**config.mk**
```make
export PLATFORM = sky130hd
export DESIGN_NAME = wb_regfile
export DESIGN_NICKNAME = d
export VERILOG_FILES = /design/src/rtl/wb_regfile.sv
export SDC_FILE = /design/constraint.sdc
export NUM_CORES = 2
export LEC_CHECK = 0
export ABC_AREA = 1
export CORE_MARGIN = 2
export CORE_UTILIZATION = 50
export DETAILED_ROUTE_END_ITERATION = 7
export GPL_ROUTABILITY_DRIVEN = 0
export PLACE_DENSITY = 0.69
export RECOVER_POWER = 100
export SETUP_SLACK_MARGIN = 0.15
export SKIP_LAST_GASP = 1
export SLEW_MARGIN = 0
export SYNTH_ARGS = -nofsm -noshare
export SYNTH_HDL_FRONTEND = slang
export SYNTH_SLANG_ARGS = --single-unit
```
**constraint.sdc**
```tcl
create_clock -name clk -period 33.9 [get_ports clk]
set_input_delay 5.085 -clock clk [delete_from_list [all_inputs] [get_ports clk]]
set_output_delay 5.085 -clock clk [all_outputs]
set_load 0.005 [all_outputs]
```
**src/rtl/wb_regfile.sv**
```systemverilog
// Y86-64 writeback register file with halt tracking and retire counter.
// Define WB_BYPASS_EN to forward the value being committed to the read ports.
module wb_regfile (
  input  logic        clk,
  input  logic        rst,
  input  logic [2:0]  w_stat,
  input  logic [3:0]  w_icode,
  input  logic [3:0]  w_rA,
  input  logic [3:0]  w_rB,
  input  logic        w_cnd,
  input  logic [63:0] w_valE,
  input  logic [63:0] w_valM,
  input  logic [3:0]  d_srcA,
  input  logic [3:0]  d_srcB,
  output logic [63:0] d_rvalA,
  output logic [63:0] d_rvalB,
  output logic        halted,
  output logic [2:0]  stat_out,
  output logic [63:0] retired
);

  localparam logic [2:0] STAT_AOK = 3'd1;
  localparam logic [3:0] RNONE    = 4'hF;
  localparam logic [3:0] RSP      = 4'h4;

  localparam logic [3:0] I_CMOV  = 4'h2;
  localparam logic [3:0] I_IRMOV = 4'h3;
  localparam logic [3:0] I_MRMOV = 4'h5;
  localparam logic [3:0] I_OP    = 4'h6;
  localparam logic [3:0] I_CALL  = 4'h8;
  localparam logic [3:0] I_RET   = 4'h9;
  localparam logic [3:0] I_PUSH  = 4'hA;
  localparam logic [3:0] I_POP   = 4'hB;

  logic [63:0] regs_q [15];
  logic [63:0] regs_d [15];
  logic        halted_q, halted_d;
  logic [2:0]  stat_q, stat_d;
  logic [63:0] retired_q, retired_d;

  logic [3:0]  dst_e, dst_m;
  logic        commit;

  always_comb begin
    dst_e = RNONE;
    unique case (1'b1)
      w_icode == I_CMOV:
        dst_e = w_cnd ? w_rB : RNONE;
      (w_icode == I_IRMOV) || (w_icode == I_OP):
        dst_e = w_rB;
      (w_icode == I_CALL) || (w_icode == I_RET) ||
      (w_icode == I_PUSH) || (w_icode == I_POP):
        dst_e = RSP;
      default:
        dst_e = RNONE;
    endcase
  end

  always_comb begin
    dst_m = RNONE;
    unique case (1'b1)
      (w_icode == I_MRMOV) || (w_icode == I_POP):
        dst_m = w_rA;
      default:
        dst_m = RNONE;
    endcase
  end

  assign commit = (w_stat == STAT_AOK) && !halted_q;

  // dstM is applied last so it wins when both target the same register
  always_comb begin
    halted_d  = halted_q;
    stat_d    = stat_q;
    retired_d = retired_q;
    for (int i = 0; i < 15; i++) begin
      regs_d[i] = regs_q[i];
    end
    if (!halted_q) begin
      if (w_stat == STAT_AOK) begin
        retired_d = retired_q + 64'd1;
        for (int i = 0; i < 15; i++) begin
          if (dst_e == 4'(i)) regs_d[i] = w_valE;
          if (dst_m == 4'(i)) regs_d[i] = w_valM;
        end
      end else begin
        halted_d = 1'b1;
        stat_d   = w_stat;
      end
    end
  end

  always_ff @(posedge clk or posedge rst) begin
    if (rst) begin
      for (int i = 0; i < 15; i++) begin
        regs_q[i] <= '0;
      end
      halted_q  <= 1'b0;
      stat_q    <= STAT_AOK;
      retired_q <= '0;
    end else begin
      regs_q    <= regs_d;
      halted_q  <= halted_d;
      stat_q    <= stat_d;
      retired_q <= retired_d;
    end
  end

  always_comb begin
    d_rvalA = '0;
    d_rvalB = '0;
    for (int i = 0; i < 15; i++) begin
      if (d_srcA == 4'(i)) d_rvalA = regs_q[i];
      if (d_srcB == 4'(i)) d_rvalB = regs_q[i];
    end
`ifdef WB_BYPASS_EN
    if (commit && !rst) begin
      if (dst_e != RNONE && d_srcA == dst_e) d_rvalA = w_valE;
      if (dst_e != RNONE && d_srcB == dst_e) d_rvalB = w_valE;
      if (dst_m != RNONE && d_srcA == dst_m) d_rvalA = w_valM;
      if (dst_m != RNONE && d_srcB == dst_m) d_rvalB = w_valM;
    end
`endif
  end

  assign halted   = halted_q;
  assign stat_out = stat_q;
  assign retired  = retired_q;

endmodule

```
Yosys cells after proc, flatten, opt, wreduce, memory -nomap -nowiden
Index checks and enable logic that the tools add are counted.
{"block": "totals", "reg_bits": 1028, "input_bits": 154, "out_inout_bits": 196, "wordCells": 192}
{"block": "classes", "n_addsub": 1, "eq_ne": 65, "n_mux": 65, "bitwise_logic": 2, "n_reduce_logical": 41}
{"operator": "2-to-1 mux 64 bit", "n": 60}
{"operator": "equality test 4 bit (second input constant)", "n": 32}
{"operator": "equality test 4 x 3 -> 1 bit (second input constant)", "n": 18}
{"operator": "adder 64 x 1 -> 64 bit (second input constant)", "n": 1}
{"operator": "AND reduction 3 bit", "n": 15}
{"operator": "equality test 4 x 2 -> 1 bit (second input constant)", "n": 10}
{"operator": "nonzero test 2 bit", "n": 15}
{"operator": "equality test 4 x 1 -> 1 bit (second input constant)", "n": 4}
{"operator": "logical NOT 4 bit", "n": 4}
{"operator": "case mux 4 bit (3 select lines)", "n": 1}
{"operator": "2-to-1 mux 4 bit", "n": 2}
{"operator": "logical OR 1 bit", "n": 5}
{"operator": "AND reduction 2 bit", "n": 2}
{"operator": "equality test 3 x 1 -> 1 bit (second input constant)", "n": 1}
{"operator": "2-to-1 mux 1 bit", "n": 2}
{"operator": "NOT 1 bit", "n": 2}

Depth between registers and ports, before layout
{"block": "logic_depth", "word_depth": 16, "mapped_depth": 15, "ltp_nobuf": 13}

Worst setup path after synthesis
Ideal clock, no wire load.
{"block": "synth_path", "path_kind": "input to output", "start": "in d_srcB[3]", "end": "out d_rvalB[13]", "arrival_ns": 6.381, "required_ns": 28.815, "setup_slack_ns": 22.434, "cell_stages": 11, "n_path_buf": 2, "path_cell_list": "inv_1 > nand2_1 > nor2_1 > buf_2 > buf_2 > nand2_1 > nand4_1 > nand2_1 > nand4_1 > nand2_1 > nand4_1"}
{"block": "synth_between", "elab_chain_cells": 16, "elab_cells_between_ends": 30, "cone_classes": "14 x eq/ne; 15 x mux; 1 x reduce/logical"}
{"item": "start, declared", "line": "14", "rtl": "input logic [3:0] d_srcB,"}
{"item": "logical NOT 4 bit", "line": "114", "rtl": "if (d_srcB == 4'(i)) d_rvalB = regs_q[i];"}
{"item": "2-to-1 mux 64 bit (14 in a row)", "line": "114"}
{"item": "2-to-1 mux 64 bit *", "line": "114"}
{"item": "end, declared", "line": "16", "rtl": "output logic [63:0] d_rvalB,"}
Every way passes the cells marked *; elsewhere a longest branch is shown, timed or not.

==> flow_summary.ini <==
[yosys]
postSynthCellCount = 9386
seq_area_frac_synth_pct = 41.2
synth_top_area_share_pct = 41.2
synth.avg_cell_area_um2 = 6.65
syn-cell-area_um2 = 62400
synthTopCellsByArea = dfrtp_1 41%, nand2_1 14%, a21oi_1 10%
synth_top_cell_by_area = dfrtp_1
synthesis.nets = 9541
ys_types = 36
ys_ff_latch = 1028
yosysWarnings = 0

[sta]
rsz0062_at_grt = no
fin_hold_ws_ns = 0.470
fin_crit_sh_pct = 61.6
setup_ws_ns = 13.01
hold_viol_final = 0
fmax_ghz = 0.0479
tns_ns = 0
drv_slew = 3686
fin_crit_ns = 20.89
final-setup-viol-count = 0
max-slew-margin-rel_pct = -507
finClkSkew_ns = 0.0277
worst_slew_pin_slew_ns = 9.11

[job]
drv_cap = 59

[die]
start_util_pct = 50.4
die_x_um = 357
rows = 129
dieArea_um2 = 128000
coreArea_um2 = 124000
die_h_um = 357
io_pins = 350

[global_route]
grt.total_usage_pct = 37.3
grt_overflow_total = 0
grt_antenna_before_repair = 21
grt_pass1_vias = 61200
grt_pass1_wl_um = 368000
grt_max_degree = 178

[routing]
drt_pass1_iterations = 8
routed_wl_um = 243000
vias = 66100
drtAntennaViolNets = 0
drt-initial-drc-count = 9403
via_per_inst = 6.06
route.detailed.drc = 36
drt-wirelength-per-cell_um = 22.3

[placement]
dp_hpwl_um = 144000
port_buffers = 349
dp_slack_ns = 19.39

[clocking]
clk_pin_slew_worst_paths_ns = 0.06
clock_latency_ns = 0.73
clockBufferDepth = 3
cts_made_buffers = 115
clock_sinks = 1028
cts_hold_buffers = 0
cts_tree = done
cts_max_level = 3
cts_repair_resize_count = 0
cts_root_buf = clkbuf_16
post-cts-setup-buffers = 0

[power_and_ir_drop]
internal_power_uw = 2020
power.density_nw_per_um2 = 39.8
p_seq_share_pct = 44.6
comb_power_share_pct = 9.4
power.switching_uw = 740
p_clk_share_pct = 46.0
cellLeakagePower_uw = 0.0314
swShare_pct = 26.9
peakVddDrop_mv = 0.0417

[worst_setup_path]
crit_top_cell = clkbuf_1
slowest_delay_ns = 6.83
critPathBufInv = 4
crit_path_end_kind = asynchronous set/reset pin
cp.arrival_ns = 19.43
crit_path_start_kind = input pin
required_ns = 32.45
crit_path_max_fanout = 177
path_cells = dlygate4sd3_1 > clkinvlp_2 > clkbuf_1 > clkbuf_1
crit_type = in -> async
crit_family = buffers and inverters
cp_slowest_cell = clkbuf_1

[status]
status = finished with violations
violations = DRC, capacitance limit, slew limit

[final_layout]
drive_gt1_share_pct = 3.63
area_growth_pct = 11.0
final_common_cell = nand2_1
final_cell_mix = 2284 x nand2_1, 1615 x nor2_1, 1287 x a21oi_1
nNetsFinal = 9325

[worst_hold_path]
hp-class = reg -> reg
==> state kept, by name (all words and copies together) (netlist names) <==
signal    cells
halted        1
stat_out      3
regs_q      960
retired      64
==> synthesized netlist by cell type, drive strengths merged <==
cell    instances
mux2            1
clkinv          2
inv           425
dfstp           1
dfrtp        1027
nor4            6
o31ai           2
a21oi        1289
nand4         378
ha              1
nand3         519
nand2        2293
o21ai         878
xnor2          16
nand3b          3
or2            28
nor3           34
nor3b           1
clkbuf        503
buf           290
xor2           42
nor2         1647
==> stage by stage <==
stage	cell area [um^2]	util, %	total power (uW)	instances
CTS	69600	56.2	2760	10900
global placement	65900	53.2	1500	10700
floorplan	62400	-	1390	9386
finish	69200	55.9	2760	10900
global route	69200	55.9	2830	10900
detailed placement	65900	53.2	1510	10700
==> cell type report <==
type | count | area (um^2)
Tap cell | 1637 | 2050
Clock inverter | 35 | 340
Clock buffer | 174 | 3410
Timing Repair Buffer | 460 | 4180
Fill cell | 11900 | 54600
Sequential cell | 1028 | 25700
Inverter | 427 | 1610
Multi-Input combinational cell | 7138 | 31900
Antenna cell | 9 | 22.5
==> worst paths after layout <==
| path | startpoint | end | slack, ns | cells past startpoint |
|---|---|---|---|---|
| setup / recovery | rst | retired[60]$_DFFE_PP0P_ | 13.01 | 4 |
| hold / removal | stat_out[2]$_DFFE_PP0P_ | stat_out[2]$_DFFE_PP0P_ | 0.47 | 2 |
| setup reg to reg | halted$_DFF_PP0_ | regs_q[913]$_DFFE_PP0P_ | 25.64 | 5 |
| hold reg to reg | stat_out[2]$_DFFE_PP0P_ | stat_out[2]$_DFFE_PP0P_ | 0.47 | 2 |
| max in group clk | d_srcA[3] | d_rvalA[14] | 15.46 | 14 |
| min in group asynchronous | rst | regs_q[257]$_DFFE_PP0P_ | 4.81 | 2 |
==> worst reg2reg max path: cells and delay by family (launching register included) <==
kind / cells / cell delay, ns
DFF: 1 / 0.39
and+or+nand+nor: 1 / 0.69
buffers and inverters: 2 / 3.62
AOI/OAI and AO/OA: 2 / 3.26
==> logic make-up after synthesis <==
group | Yosys count | synth area share (%)
muxes | 1 | 0.0180
AOI/OAI and AO/OA | 2169 | 17.4
xor gates and xnor gates | 58 | 0.814
DFF | 1028 | 41.2
and+or+nand+nor | 4909 | 32.4
buffers and inverters | 1220 | 8.05
adders and majority gates | 1 | 0.0201
==> per-layer routing <==
layer / global-route usage (%) / wire length, um
met1: 50.9 / 97200
met2: 56.4 / 104000
met3: 10.0 / 31700
met4: 14.7 / 10200
met5: 0 / 158
==> power groups by stage <==
stage / sequential, uW / clock (uW) / combinational (uW)
2_1_floorplan: 1250 / 0 / 139
3_3_place_gp: 1250 / 0 / 253
3_5_place_dp: 1250 / 0 / 256
4_1_cts: 1230 / 1270 / 257
5_1_grt: 1230 / 1320 / 277
6_report: 1230 / 1270 / 259
Note: power is estimated with default switching activity, not from simulation.
